<file path="src/rtl/memory_dp_clr.sv">
// Dual-port word memory with a one-word-per-cycle clean sweep that writes FILL_VALUE.
// Optional macro MEMORY_DP_CLR_RDW_BYPASS_EN: same-address read/write returns the new write data.
module memory_dp_clr #(
   parameter int                  DATA_SIZE   = 14,
   parameter int                  ADDR_SIZE   = 19,
   parameter int                  MEMORY_SIZE = 10,
   parameter logic [DATA_SIZE-1:0] FILL_VALUE = '0
) (
   input  logic                 i_clock,
   input  logic                 i_reset,
   input  logic                 i_wr_en,
   input  logic [ADDR_SIZE-1:0] i_wr_addr,
   input  logic [DATA_SIZE-1:0] i_wr_data,
   input  logic                 i_rd_en,
   input  logic [ADDR_SIZE-1:0] i_rd_addr,
   input  logic                 i_clean,
   output logic [DATA_SIZE-1:0] o_rd_data,
   output logic                 o_rd_valid,
   output logic                 o_busy,
   output logic                 o_clean_done,
   output logic                 o_addr_err
);

   localparam int PTR_W = (MEMORY_SIZE > 1) ? $clog2(MEMORY_SIZE) : 1;
   // One extra bit so MEMORY_SIZE == 2^ADDR_SIZE is still representable.
   localparam logic [ADDR_SIZE:0] MEM_LIMIT = (ADDR_SIZE+1)'(MEMORY_SIZE);
   localparam logic [PTR_W-1:0]   LAST_PTR  = PTR_W'(MEMORY_SIZE - 1);

   typedef enum logic {
      ST_IDLE  = 1'b0,
      ST_CLEAN = 1'b1
   } state_t;

   state_t               state_q, state_d;
   logic [PTR_W-1:0]     ptr_q, ptr_d;
   logic [DATA_SIZE-1:0] rd_data_q, rd_data_d;
   logic                 rd_valid_q, rd_valid_d;
   logic                 clean_done_q, clean_done_d;
   logic                 addr_err_q, addr_err_d;

   logic [DATA_SIZE-1:0] mem_q [MEMORY_SIZE];
   logic                 mem_we;
   logic [PTR_W-1:0]     mem_waddr;
   logic [DATA_SIZE-1:0] mem_wdata;

   logic                 wr_ok;
   logic                 rd_ok;
   logic [PTR_W-1:0]     wr_idx;
   logic [PTR_W-1:0]     rd_idx;

   assign wr_ok  = {1'b0, i_wr_addr} < MEM_LIMIT;
   assign rd_ok  = {1'b0, i_rd_addr} < MEM_LIMIT;
   assign wr_idx = i_wr_addr[PTR_W-1:0];
   assign rd_idx = i_rd_addr[PTR_W-1:0];

   // State register
   always_ff @(posedge i_clock) begin
      state_q <= state_d;
      ptr_q   <= ptr_d;
   end

   // Next-state logic; reset overrides everything, including a pending i_clean.
   always_comb begin
      state_d = state_q;
      ptr_d   = ptr_q;
      if (i_reset) begin
         state_d = ST_IDLE;
         ptr_d   = '0;
      end else begin
         case (state_q)
            ST_IDLE: begin
               if (i_clean) begin
                  state_d = ST_CLEAN;
                  ptr_d   = '0;
               end
            end
            ST_CLEAN: begin
               if (ptr_q == LAST_PTR) begin
                  state_d = ST_IDLE;
                  ptr_d   = '0;
               end else begin
                  ptr_d = ptr_q + PTR_W'(1);
               end
            end
            default: begin
               state_d = ST_IDLE;
               ptr_d   = '0;
            end
         endcase
      end
   end

   // Output / datapath logic
   always_comb begin
      rd_data_d    = rd_data_q;
      rd_valid_d   = 1'b0;
      clean_done_d = 1'b0;
      addr_err_d   = 1'b0;
      mem_we       = 1'b0;
      mem_waddr    = wr_idx;
      mem_wdata    = i_wr_data;
      if (i_reset) begin
         rd_data_d = '0;
      end else if (state_q == ST_IDLE) begin
         if (i_rd_en) begin
            rd_valid_d = 1'b1;
            if (!rd_ok) begin
               rd_data_d = FILL_VALUE;
            end else begin
`ifdef MEMORY_DP_CLR_RDW_BYPASS_EN
               if (i_wr_en && wr_ok && (i_wr_addr == i_rd_addr))
                  rd_data_d = i_wr_data;
               else
                  rd_data_d = mem_q[rd_idx];
`else
               rd_data_d = mem_q[rd_idx];
`endif
            end
         end
         mem_we     = i_wr_en && wr_ok;
         addr_err_d = (i_wr_en && !wr_ok) || (i_rd_en && !rd_ok);
      end else begin
         mem_we       = 1'b1;
         mem_waddr    = ptr_q;
         mem_wdata    = FILL_VALUE;
         clean_done_d = (ptr_q == LAST_PTR);
      end
   end

   always_ff @(posedge i_clock) begin
      rd_data_q    <= rd_data_d;
      rd_valid_q   <= rd_valid_d;
      clean_done_q <= clean_done_d;
      addr_err_q   <= addr_err_d;
   end

   // Storage is deliberately not reset; only the sweep clears it.
   always_ff @(posedge i_clock) begin
      if (mem_we)
         mem_q[mem_waddr] <= mem_wdata;
   end

   assign o_rd_data    = rd_data_q;
   assign o_rd_valid   = rd_valid_q;
   assign o_busy       = (state_q == ST_CLEAN);
   assign o_clean_done = clean_done_q;
   assign o_addr_err   = addr_err_q;

endmodule

</file>
<file path="config.mk">
export PLATFORM = sky130hd
export DESIGN_NAME = memory_dp_clr
export DESIGN_NICKNAME = d
export VERILOG_FILES = /design/src/rtl/memory_dp_clr.sv
export SDC_FILE = /design/constraint.sdc
export NUM_CORES = 1
export LEC_CHECK = 0
export ABC_AREA = 1
export CAP_MARGIN = 5
export CORE_MARGIN = 2
export CORE_UTILIZATION = 48
export DETAILED_ROUTE_END_ITERATION = 10
export PLACE_DENSITY_LB_ADDON = 0.1
export SLEW_MARGIN = 5
export SYNTH_ARGS = -nofsm -noshare
export SYNTH_HDL_FRONTEND = slang
export SYNTH_SLANG_ARGS = --single-unit
</file>
<file path="constraint.sdc">
create_clock -name i_clock -period 2.9 [get_ports i_clock]
set_input_delay 0.58 -clock i_clock [delete_from_list [all_inputs] [get_ports i_clock]]
set_output_delay 0.58 -clock i_clock [all_outputs]
set_load 0.02 [all_outputs]
</file>
Word level (Yosys, flattened, before mapping)
Memory sizes are Yosys's and may differ from the RTL's.
Index checks and enable logic that the tools add are counted.
{ "classes": {"add_sub_neg": 1, "multipliers": 0, "div": 0, "n_lt_le_gt_ge": 2, "n_eq_ne": 2, "n_shift": 0, "muxes": 16, "n_bitwise": 1, "n_reduce_logical": 9} }
{ "ops": {"columns": ["cell", "count"], "rows": [
  ["two-way mux 14 bit", 3],
  ["< comparator 19 x 4 -> 1 bit, second input constant", 2],
  ["two-way mux 4 bit", 4],
  ["case mux 4 bit (2 select lines)", 1],
  ["two-way mux 1 bit", 7],
  ["adder 4 x 1 -> 4 bit, second input constant", 1],
  ["equality test 4 bit, second input constant", 1],
  ["OR reduction 2 bit", 2],
  ["logical AND 1 bit", 3],
  ["logical NOT 1 bit", 2],
  ["!= test 2 bit, second input constant", 1],
  ["case mux 1 bit (2 select lines)", 1],
  ["AND reduction 2 bit", 1],
  ["logical OR 1 bit", 1],
  ["inverter 1 bit", 1]
]} }
{ "word_totals": {"ff_bits": 22, "latch_bits": 0, "ram_bits": 140, "romBits": 0, "output_inout_bits": 18, "wordCells": 38, "mem_count": 1} }
{ "mem_list": {"columns": ["name", "depth", "width", "read_ports", "rd_clocked_by_memory_dff", "write_ports", "line", "source"], "rows": [
  ["mem_q", 10, 14, 1, 0, 1, "41", "logic [DATA_SIZE-1:0] mem_q [MEMORY_SIZE];"]
]} }

Longest topological paths before layout
{ "logic_depth": {"depth_word": 6, "ltp_mapped": 11, "ltp_nobuf": 9} }

Worst setup path before layout
No wires, ideal clock.
{ "synth_path": {"kind": "input port to flip-flop", "startpoint": "in i_wr_addr[5]", "endpoint": "mem mem_q[3][0] (enable)", "arrival_ns": 1.909, "required_time_ns": 2.516, "path_slack_ns": 0.607, "cell_stages": 6, "path_buffers": 0, "path_cell_list": "or2_0 > nor3_1 > nand4_1 > nand2_1 > nand2_2 > nor2_1"} }
{ "synth_between": {"elab_chain_len": 6} }
{ "synth_lines": {"columns": ["element", "line", "source"], "rows": [
  ["start: declaration", "12", "input logic [ADDR_SIZE-1:0] i_wr_addr,"],
  ["< comparator 19 x 4 -> 1 bit", "51", "assign wr_ok = {1'b0, i_wr_addr} < MEM_LIMIT;"],
  ["logical AND 1 bit", "120", "mem_we = i_wr_en && wr_ok;"],
  ["two-way mux 1 bit", "104", "end else if (state_q == ST_IDLE) begin"],
  ["two-way mux 1 bit", "102", "if (i_reset) begin"],
  ["two-way mux 1 bit", "139", "if (mem_we)"],
  ["two-way mux 1 bit (not written as such)", "140", "mem_q[mem_waddr] <= mem_wdata;"],
  ["end: declaration", "41", null]
]} }
Every way passes these cells.

Worst setup path in the final report
{ "layout_path": {"startpoint": "in i_wr_addr[5]", "endpoint": "mem mem_q[3][1] (enable)"} }
The elaborated chain is that of the path after synthesis.

==> results.md <==
* Post-Synth Simple-Gate Area at 23.5%
* Area after DPL at 7810 um^2
* Post-DRT Antenna Nets at 0
* Post-synth ARST share at 0%
* Post-synth cell types at 29
* H-tree Lvls at 4
* Critical R2R Capture: mem_q[3][1]
* Cell count after synthesis at 629
* Count leader, synth: nand2_1
* Area leader, netlist: edfxtp_1
* WHS Path Cells at 2
* Max Fclk at 474 MHz
* Die Span X at 123 um
* CP Launch Type: input pin
* RSZ-0062 raised after global routing: false
* Slew @ Worst Pin at 0.716 ns
* Crit path capture type: flop
* Initial drt markers at 511
* Grt ovf at 0
* N_diodes at 0
* Multi-input gate area at 1800 um^2
* Final min period at 2.11 ns
* CP Data Required Time at 3.03 ns
* CP max FO at 8
* Post-synthesis instance area at 6780 um^2
* Critical R2R Launch: o_busy
* Sequential cell area at 4640 um^2
* Commonest cells in the synthesized netlist: nand2_1 (181), edfxtp_1 (140), nand3_1 (123), nor2_1 (51), inv_1 (29)
* FP Rows at 43
* Synth area leaders: edfxtp_1 (62%), nand2_1 (10%), nand3_1 (9.1%)
* CTS tree: done
* Power Total at 0.00507 W
* WL/cell at 18.1 um
* Starting Density at 49.0%
* Slew Viols, Final at 0
* Largest net degree at the start of global routing at 72
* Initial antenna violation count at 0
* Vias at 4839
* First-pass detailed-route iteration total at 5
* R2R Setup Slk at 1.08 ns
* Post-cts resize count at 0
* Final HPWL DP at 11500 um
* DRT Wirelength at 16600 um
* Core Box Area at 13800 um^2
* Filler Cell Count at 1139
* Clock Latency Late Sink at 0.42 ns
* Hold_buf cts at 0
* Clock Path Buffers at 2
* Power Density at 606 nW/um^2
* Placer Congestion at 0.857
* Non-Filler Instances at 918
* # nets final at 784
* Number of global-route vias before repair at 4659
* Area Overhead vs Synth at 23.5%
* Vias/cell at 5.27
* Post-synth EDFFs at 140
* Post-synthesis mux area share at 0%
* First-pass GRT wire length at 25000 um
* Number of setup buffers added after CTS at 0
* Post-synthesis sequential area ratio at 68.5%
* Synth Area in XOR/XNOR at 0.129%
* # IOs at 75
* Setup Skew at 0.00736 ns
* # port buffers at 74
* Syn avg cell area at 10.8 um^2
* Crit share post-route at 72.8%
* Leak at 3.11 nW
* Root Driver: clkbuf_16
* Final setup violation count at 0
* Complex-gate fraction of the synthesized area at 2.57%
* Die Footprint at 15100 um^2
* Gr usage total at 23.1%
* Setup TNS at 0 ns
* DRC Markers at 0
* Setup CP Type: in2reg
* Util after Layout at 60.5%
* Die height at 123 um
* Worst Path Arrival at 2.24 ns
* Share of the synthesized area in the top cell type at 62.0%
* Worst Hold End: o_rd_data[11]
* Finished layout cell area at 8370 um^2
* Fin. Hold Viols at 0
* Status: complete, no violations
* Hold path start: o_rd_data[11]
* Slew HR at 52.3%
* Net Count, Synth at 688
* Placed insts at 886
* Peak VDD IR at 0.444 mV
* Synth warn at 0
* Share of cells above drive strength 1 at 11.1%
* Clock sinks at 162
* Min-Delay Path Class: reg2reg
* R2r worst-path depth at 9
* Clk pin slew, worst setup/hold paths at 0.06 ns
* Number of max-cap violations at 0
* Post-synth top flop: edfxtp_1
* Largest family of logic cells by synthesized area: simple AND/OR/NAND/NOR gates
* Adder-cell share of the synthesized area at 0.369%
* Seq cells post-synth at 162
* Total CTS buffers at 17
-- power breakdown --
group          switching, W  internal [W]  total, W
Sequential       0.00000793       0.00256   0.00257
Clock              0.000854       0.00124   0.00209
Combinational      0.000250      0.000159  0.000410
Total               0.00111       0.00396   0.00507
-- per-layer routing --
| layer | GRT usage, % | vias up | part of all wire [%] | wire (um) |
|---|---|---|---|---|
| met1 | 32.0 | 2303 | 42 | 7050 |
| met4 | 6.90 | 0 | 1.6 | 265 |
| met5 | 0 | - | 0 | 0 |
| li1 | - | 2334 | - | - |
| met2 | 37.5 | 182 | 49 | 8190 |
| met3 | 3.90 | 20 | 6.7 | 1120 |
-- metrics by stage --
step	setup slack (ns)	hold WS [ns]
final	0.789	0.470
after global routing	0.572	0.484
after CTS	0.804	0.473
after detailed placement	0.376	0.464
after global placement	0.378	0.460
after floorplan	0.607	0.495
-- final cells by class --
class / count / area share [%]
inverter: 34 / 1.58
multi-input combinational: 402 / 21.5
clock buffer: 25 / 6.18
timing repair buffer: 108 / 12.0
sequential: 162 / 55.5
tap: 180 / 2.69
clock inverter: 7 / 0.538
-- sequential cells by signal, summed over array words and instances (netlist names) --
signal,count
o_rd_data,14
o_busy,1
o_addr_err,1
o_clean_done,1
o_rd_valid,1
mem_q,140
ptr_q,4
-- kinds of logic after synthesis --
kind of cell / after synthesis
buf+inv: 65
fa+ha+maj: 2
flops: 162
simple gates: 370
compound gates: 29
xor+xnor: 1
-- layout by cell type, fill, tap and decap left out, types with 2 or more instances in the layout --
master and count:
nand2_2 2, nor2_2 2, o21ai_2 4, nor2_4 2, o21ai_0 4, clkinv_2 2
inv_2 3, inv_1 29, clkbuf_1 3, clkbuf_16 18, edfxtp_1 140, clkdlybuf4s50_1 73
clkbuf_8 4, inv_4 5, nand2_1 181, buf_4 33, dfxtp_1 22, or2_1 3
nand3_1 123, nor2_1 51, nand4_1 2, ha_1 2, a21oi_1 19
-- worst max-delay path: stages --
cell,delay [ns]
clkdlybuf4s50_1,0.39
or2_0,0.21
nor3_1,0.23
nand4_1,0.14
nand2_1,0.16
nand2_2,0.10
nor2_1,0.21
buf_4,0.21
-- worst max path at each step --
stage	end	start	slack [ns]	depth (start not counted)
3_3_place_gp	mem_q[3][0]	i_wr_addr[5]	0.38	8
6_report	mem_q[3][1]	i_wr_addr[5]	0.79	8
4_1_cts	mem_q[3][1]	i_wr_addr[5]	0.80	8
2_1_floorplan	mem_q[3][0]	i_wr_addr[5]	0.61	6
5_1_grt	mem_q[3][1]	i_wr_addr[5]	0.57	8
3_5_place_dp	mem_q[3][4]	i_wr_addr[5]	0.38	8
Note: power is estimated with default switching activity, not from simulation.
